[src/rtl/ewrapper_link_rxi_decode.sv]
// LVDS link receive decoder: rebuilds 64-bit beats from the deserializer word and emits registered emesh transactions.
// Optional saturating framing-error counter on rxi_err_cnt when RXI_ERR_CNT_EN is defined.
module ewrapper_link_rxi_decode #(
  parameter int ERR_CNT_W = 8
) (
  input  logic        rxi_lclk,
  input  logic        reset_n,
  input  logic [71:0] rx_out,
  output logic        rxi_emesh_access,
  output logic        rxi_emesh_write,
  output logic [1:0]  rxi_emesh_datamode,
  output logic [3:0]  rxi_emesh_ctrlmode,
  output logic [31:0] rxi_emesh_dstaddr,
  output logic [31:0] rxi_emesh_srcaddr,
  output logic [31:0] rxi_emesh_data,
  output logic        rxi_frame_err
`ifdef RXI_ERR_CNT_EN
  , output logic [ERR_CNT_W-1:0] rxi_err_cnt
`endif
);

  localparam int NUM_LANES = 8;
  localparam int VEC_W     = 8;

  if (ERR_CNT_W < 1) begin : g_bad_w
    $error("ERR_CNT_W must be at least 1");
  end

  typedef enum logic [1:0] {IDLE, HDR, DATA} state_t;

  logic [NUM_LANES*VEC_W-1:0] beat;
  logic [7:0] frame;
  logic       is_idle, is_hdr, is_data, err_nxt;

  // Each channel carries one bit of every byte lane: bit k of channel c is beat bit 8k+c.
  for (genvar c = 0; c < NUM_LANES; c++) begin : g_lane
    for (genvar k = 0; k < VEC_W; k++) begin : g_bit
      assign beat[NUM_LANES*k+c] = rx_out[VEC_W*c+k];
    end
  end

  assign frame   = rx_out[71:64];
  assign is_idle = (frame == 8'h00);
  assign is_hdr  = (frame == 8'h3F);
  assign is_data = (frame == 8'hFF);

  state_t      state;
  logic        h_write, h_inc0, dbl;
  logic [1:0]  h_datamode;
  logic [3:0]  h_ctrlmode;
  logic [31:0] h_dstaddr;

  always_comb begin
    err_nxt = 1'b0;
    case (state)
      IDLE:    err_nxt = !is_idle && !is_hdr;
      HDR:     err_nxt = !is_data;
      DATA:    err_nxt = (is_data && !dbl) || (!is_data && !is_hdr && !is_idle);
      default: err_nxt = 1'b0;
    endcase
  end

  always_ff @(posedge rxi_lclk or negedge reset_n) begin
    if (!reset_n) begin
      state              <= IDLE;
      h_write            <= 1'b0;
      h_inc0             <= 1'b0;
      h_datamode         <= 2'b0;
      h_ctrlmode         <= 4'b0;
      h_dstaddr          <= 32'b0;
      dbl                <= 1'b0;
      rxi_emesh_access   <= 1'b0;
      rxi_emesh_write    <= 1'b0;
      rxi_emesh_datamode <= 2'b0;
      rxi_emesh_ctrlmode <= 4'b0;
      rxi_emesh_dstaddr  <= 32'b0;
      rxi_emesh_srcaddr  <= 32'b0;
      rxi_emesh_data     <= 32'b0;
      rxi_frame_err      <= 1'b0;
    end else begin
      rxi_emesh_access <= 1'b0;
      rxi_frame_err    <= err_nxt;
      // Any 3F frame re-latches the header; the header's own access bit is ignored.
      if (is_hdr) begin
        h_write    <= beat[1];
        h_datamode <= beat[3:2];
        h_dstaddr  <= beat[35:4];
        h_ctrlmode <= beat[39:36];
        h_inc0     <= beat[42];
      end
      case (state)
        IDLE: if (is_hdr) state <= HDR;
        HDR: begin
          if (is_data) begin
            rxi_emesh_access   <= 1'b1;
            rxi_emesh_write    <= h_write;
            rxi_emesh_datamode <= h_datamode;
            rxi_emesh_ctrlmode <= h_ctrlmode;
            rxi_emesh_dstaddr  <= h_dstaddr;
            rxi_emesh_srcaddr  <= beat[31:0];
            rxi_emesh_data     <= beat[63:32];
            dbl                <= h_write && (h_datamode == 2'b11);
            state              <= DATA;
          end else if (!is_hdr) begin
            state <= IDLE;
          end
        end
        DATA: begin
          if (is_data && dbl) begin
            rxi_emesh_access  <= 1'b1;
            rxi_emesh_dstaddr <= rxi_emesh_dstaddr + (h_inc0 ? 32'd0 : 32'd8);
            rxi_emesh_srcaddr <= beat[31:0];
            rxi_emesh_data    <= beat[63:32];
          end else if (is_hdr) begin
            state <= HDR;
          end else begin
            state <= IDLE;
          end
        end
        default: state <= IDLE;
      endcase
    end
  end

`ifdef RXI_ERR_CNT_EN
  always_ff @(posedge rxi_lclk or negedge reset_n) begin
    if (!reset_n)
      rxi_err_cnt <= '0;
    else if (err_nxt && (rxi_err_cnt != {ERR_CNT_W{1'b1}}))
      rxi_err_cnt <= rxi_err_cnt + 1'b1;
  end
`endif

endmodule

[config.mk]
export PLATFORM = sky130hd
export DESIGN_NAME = ewrapper_link_rxi_decode
export DESIGN_NICKNAME = d
export VERILOG_FILES = /design/src/rtl/ewrapper_link_rxi_decode.sv
export SDC_FILE = /design/constraint.sdc
export NUM_CORES = 1
export LEC_CHECK = 0
export BUFFER_PORTS_ARGS = -buffer_cell sky130_fd_sc_hd__buf_4
export CELL_PAD_IN_SITES_DETAIL_PLACEMENT = 1
export CELL_PAD_IN_SITES_GLOBAL_PLACEMENT = 2
export CORE_MARGIN = 4
export CORE_UTILIZATION = 31
export CTS_CLUSTER_SIZE = 14
export DETAILED_ROUTE_END_ITERATION = 6
export GPL_TIMING_DRIVEN = 0
export PLACE_DENSITY = 0.82
export RECOVER_POWER = 50
export SYNTH_ARGS = -nofsm -noshare
export SYNTH_HDL_FRONTEND = slang
export SYNTH_SLANG_ARGS = --single-unit
[constraint.sdc]
create_clock -name rxi_lclk -period 2.6 [get_ports rxi_lclk]
set_clock_uncertainty 0.15 [all_clocks]
set_input_delay 0.52 -clock rxi_lclk [delete_from_list [all_inputs] [get_ports rxi_lclk]]
set_output_delay 0.52 -clock rxi_lclk [all_outputs]
set_load 0.02 [all_outputs]
-- Yosys cells after proc, flatten, opt, wreduce, memory -nomap -nowiden
Index checks and enable logic that the tools add are counted.
- register bits: 148
- bits in latches: 0
- memory bits (writable): 0
- memory bits (read-only): 0
- input port bits: 74
- output and inout bits: 105
- word-level logic and storage cells: 63
- memories kept: 0
- $add $sub $neg: 1
- multiply operators: 0
- divide/modulo/power cells: 0
- magnitude comparators: 0
- eq/ne operators: 10
- shift-type cells: 0
- multiplexer cells: 20
- bitwise operators: 0
- reductions and logical operators: 17
- operators with widths (operator ; count):
    2-to-1 mux 32 bit ; 6
    one-hot mux 32 bit (2 select lines) ; 3
    adder 32 x 4 -> 32 bit ; 1
    equality test 8 x 6 -> 1 bit (second input constant) ; 1
    equality test 8 bit (second input constant) ; 1
    logical NOT 8 bit ; 1
    2-to-1 mux 2 bit ; 4
    != test 2 bit (second input constant) ; 4
    logical AND 1 bit ; 6
    one-hot mux 2 bit (3 select lines) ; 1
    AND reduction 3 bit ; 2
    equality test 2 bit (second input constant) ; 2
    logical NOT 1 bit ; 4
    2-to-1 mux 4 bit ; 1
    2-to-1 mux 1 bit ; 3
    != test 3 bit (second input constant) ; 1
    one-hot mux 1 bit (3 select lines) ; 1
    equality test 2 x 1 -> 1 bit (second input constant) ; 1
    logical NOT 2 bit ; 1
    one-hot mux 1 bit (2 select lines) ; 1
    AND reduction 2 bit ; 1
    nonzero test 2 bit ; 1
    logical OR 1 bit ; 1

-- Logic depth before layout (Yosys ltp)
- word-level depth: 6
- mapped depth: 10
- gate-level depth less buffers: 7

-- Worst setup path before layout
OpenSTA, ideal clock, no wires.
- path type: register to register
- start point: reg rxi_emesh_dstaddr[3]
- end point: reg rxi_emesh_dstaddr[19]
- setup time: 0.069 ns
- data arrival time: 2.105 ns
- data required time: 2.381 ns
- path slack: 0.276 ns
- stages on the path, launching flop included: 7
- buffers on the path: 0
- clock period less this slack: 2.324 ns
- path through: dfrtp_1 ha_1 ha_1 nand4_1 or4_4 or4_1 nand3_1
- longest elaborated chain between the ends: 3
- RTL lines (item ; RTL line ; source):
    start, declared ; 13 ; output logic [31:0] rxi_emesh_dstaddr,
    start signal, assigned ; 99 ; rxi_emesh_dstaddr <= h_dstaddr;
    start signal, assigned ; 111 ; rxi_emesh_dstaddr <= rxi_emesh_dstaddr + (h_inc0 ? 32'd0 : 32'd8);
    adder 32 x 4 -> 32 bit ; 111 ;
    2-to-1 mux 32 bit ; 109 ; if (is_data && dbl) begin
    one-hot mux 32 bit (2 select lines) ; 91 ; case (state)
No other way between the ends. The select of a mux whose other input is x is not followed.
A chain may end at the register's enable or synchronous reset.

-- Final worst setup path
- start point: reg h_inc0
- end point: reg rxi_emesh_dstaddr[19]
- longest elaborated chain between the ends: 4
- RTL lines (item ; RTL line ; source):
    start, declared ; 48 ; logic h_write, h_inc0, dbl;
    start signal, assigned ; 89 ; h_inc0 <= beat[42];
    2-to-1 mux 4 bit ; 111 ;
    adder 32 x 4 -> 32 bit ; 111 ;
    2-to-1 mux 32 bit ; 109 ;
    one-hot mux 32 bit (2 select lines) ; 91 ;
No other way between the ends. The select of a mux whose other input is x is not followed.

==> out/qor.yml <==
synth:
  synth_nets: 840
  synth_mux_area_share_pct: 1.92
  synth_edf_count: 0
  synthXorXnorAreaFrac_pct: 0
  synth_top_family_by_area: "simple AND/OR/NAND/NOR gates"
  ys_types: 50
  ys_seq_area_share_pct: 55.1
  synthAdderAreaFrac_pct: 1.30
  synth_top_cell_by_area: "dfrtp_1"
  ys_ff_latch: 148
  syn_area_um2: 6720
  async_flop_share_pct: 100
  synth_compound_area_share_pct: 8.51
  ys.flop_type: "dfrtp_1"
  synth.top_cell.area_share_pct: 55.1
  synthTopCellsByArea: "dfrtp_1, nand2_1, clkbuf_1"
  yosysWarnings: 0
  synth_cells: 759
  synthSimpleGateAreaFrac_pct: 29.9
  synth_area_per_cell_um2: 8.85
grt:
  grt_pass1_wl_um: 35800
  antenna_found_initial: 0
  grt.overflow.total: 0
  grtUsageTotal_pct: 18.8
  grt_pass1_vias: 6413
  grt_max_degree: 108
setup_path:
  worst-setup-path-type: "reg2reg"
  path_max_fanout: 4
  cp_num_buf_inv: 1
  endpoint_kind: "flop"
  r2r_setup_slack_ns: 0.12
  rr_startpoint: "h_inc0"
  cp_slowest_cell: "or4_4"
  reg2regPathDepth: 7
  worstPathRequired_ns: 2.80
  cp_cell_sequence: "inv_1 -> ha_1 -> ha_1 -> nand4_1 -> or4_4 -> or4_1 -> nand3_1"
  cp.arrival_ns: 2.68
  rr_endpoint: "rxi_emesh_dstaddr[19]"
  cp_common_cell: "ha_1"
  cp-startpoint: "h_inc0"
  critPathLaunchType: "flop"
  path_delay_family: "simple AND/OR/NAND/NOR gates"
  slowest_delay_ns: 0.61
timing:
  setup_violations: 0
  tns_ns: 0
  fmax_ghz: 0.404
  slew_headroom_pct: 25.9
  hold_viol: 0
  hold_ws_ns: 0.133
  setup_slack_ns: 0.123
  rsz0062_at_grt: "no"
  period_needed_ns: 2.48
  worst_pin_slew_ns: 1.11
  min_period_over_period_pct: 95.3
  slew_viol_final: 0
clock_network:
  cts.clk_slew.worst_paths_ns: 0.06
  insertion_delay_ns: 0.42
  h-tree-depth: 4
  cts_root_buf: "clkbuf_16"
  cts_tree: "built"
  cts.sinks: 148
  cts_buffer_depth: 2
  numCtsBuffers: 17
hold_path:
  hold_depth: 3
  holdCritStartpoint: "rx_out[45]"
  min_to: "rxi_emesh_data[13]"
  hp-class: "in2reg"
place:
  post-place-ws_ns: -0.505
  io_buffer_count: 178
  routabilityCongestion: 0.810
  post-dp-hpwl_um: 16200
  dpl-instance-area_um2: 8440
floorplanning:
  die_area_um2: 24100
  initial_core_util_pct: 31.8
  rows: 53
  die_y_um: 155
  die_w_um: 155
  coreArea_um2: 21200
  ioPinCount: 179
route:
  ant_nets: 0
  first_pass_iters: 5
  vias_per_cell: 4.99
  dr_total_vias: 6220
  drtIter0Drc: 277
  routed_wl_um: 22700
  wire_per_inst_um: 18.2
  drc: 0
power_and_ir_drop:
  power_leakage_nw: 4.36
  ir_worst_vdd_mv: 0.437
  powerDensity_nw_per_um2: 598
finish:
  diodes: 0
  syn_to_final_growth_pct: 30.7
  fin_area_um2: 8780
  nets: 1042
  drive_gt1_share_pct: 16.5
  fillers: 2567
status:
  status: "finished clean"
run:
  cap_violations: 0
==> per-stage QoR <==
stage | instances | utilization [%] | total power [mW]
2_1_floorplan | 759 | - | 2.57
3_3_place_gp | 1212 | 39.7 | 2.79
3_5_place_dp | 1213 | 39.9 | 2.80
4_1_cts | 1244 | 42.8 | 5.32
5_1_grt | 1247 | 41.5 | 5.44
6_report | 1247 | 41.5 | 5.25
==> kinds of logic (layout without fill, tap and decap cells) <==
kind of cell | count (synthesis) | after routing
AOI/OAI and AO/OA | 83 | 83
adders and majority gates | 7 | 7
buffers and inverters | 53 | 266
DFF | 148 | 148
muxes | 12 | 12
and+or+nand+nor | 456 | 456
==> state kept, by name (all words and copies together) (netlist names), 2 cells and up <==
| name | cells |
|---|---|
| rxi_emesh_ctrlmode | 4 |
| state | 2 |
| h_datamode | 2 |
| h_dstaddr | 32 |
| rxi_emesh_dstaddr | 32 |
| rxi_emesh_data | 32 |
| rxi_emesh_datamode | 2 |
| rxi_emesh_srcaddr | 32 |
| h_ctrlmode | 4 |
==> cell type report <==
class                           instances  area (µm²)  share of cell area [%]
Sequential cell                       148        3700                    42.2
Multi-Input combinational cell        558        2840                    32.3
Timing Repair Buffer                  184        1060                    12.1
Clock buffer                           22         484                    5.52
Tap cell                              275         344                    3.92
Buffer                                 46         221                    2.52
Clock inverter                          8         100                    1.14
Inverter                                6        22.5                   0.257
==> worst max path at each step <==
stage / to / cells past startpoint
6_report: rxi_emesh_dstaddr[19] / 7
5_1_grt: rxi_emesh_data[21] / 9
4_1_cts: rxi_emesh_srcaddr[17] / 10
3_5_place_dp: rxi_emesh_data[3] / 10
3_3_place_gp: rxi_emesh_data[13] / 10
2_1_floorplan: rxi_emesh_dstaddr[19] / 6
==> synth_stat cells, drive strengths merged, types with 8 or more instances <==
master / number
a21oi: 12
a22oi: 12
and3: 8
and4: 10
buf: 17
clkbuf: 30
dfrtp: 148
nand2: 334
nand3: 21
nand4: 17
nor2: 14
nor3: 9
nor4: 10
o21ai: 17
or4: 9
==> cell usage in the layout (no fill, tap or decap), types with 4 or more instances in the layout <==
cell       Yosys  routed
and3_1         8       8
and2_1         6       5
inv_1          6       6
a22o_1         4       4
dfrtp_1      148     147
nor3b_1        5       5
buf_4          0      94
a21oi_1       12      12
clkbuf_8       0       4
nor2_1        14      14
and4_1        10      10
a22oi_1       12      11
or4_1          8       8
nor4_1        10       9
clkbuf_2       0       5
clkbuf_1      30     114
nand2_1      334     334
o21ai_0       17      17
nor3_1         9       8
clkbuf_16      0      17
nand2b_1       5       5
ha_1           7       5
nand4_1       16      16
mux2i_1        5       4
a32oi_1        4       4
mux2_2         7       7
o22ai_1        6       6
buf_2         10       8
nand3_1       21      21
==> worst register-to-register path, cell delays in order (launching register included) <==
cell,delay (ns)
dfrtp_1,0.36
inv_1,0.07
ha_1,0.20
ha_1,0.25
nand4_1,0.20
or4_4,0.61
or4_1,0.49
nand3_1,0.10
==> timing repair <==
item | CTS | global route
setup endpoints to repair | 92 | 82
setup buffers | 0 | 4
hold endpoints to repair | 41 | 0
resized for setup | 12 | 14
hold buffers | 1 | 0
==> power breakdown <==
| group | total, mW | leakage [nW] | switching [mW] | internal, mW |
|---|---|---|---|---|
| combinational | 0.327 | 2.05 | 0.183 | 0.144 |
| sequential | 2.42 | 2.02 | 0.0472 | 2.38 |
| clock | 2.50 | 0.288 | 0.993 | 1.51 |
==> routing by layer <==
metal	GRT usage (%)	vias up	share of wire, %
li1	-	2975	-
met1	25.5	3077	44
met2	30.7	151	49
met3	4.14	17	5.6
met4	5.17	0	1.5
met5	0	-	0
(Power assumes the default switching activity.)
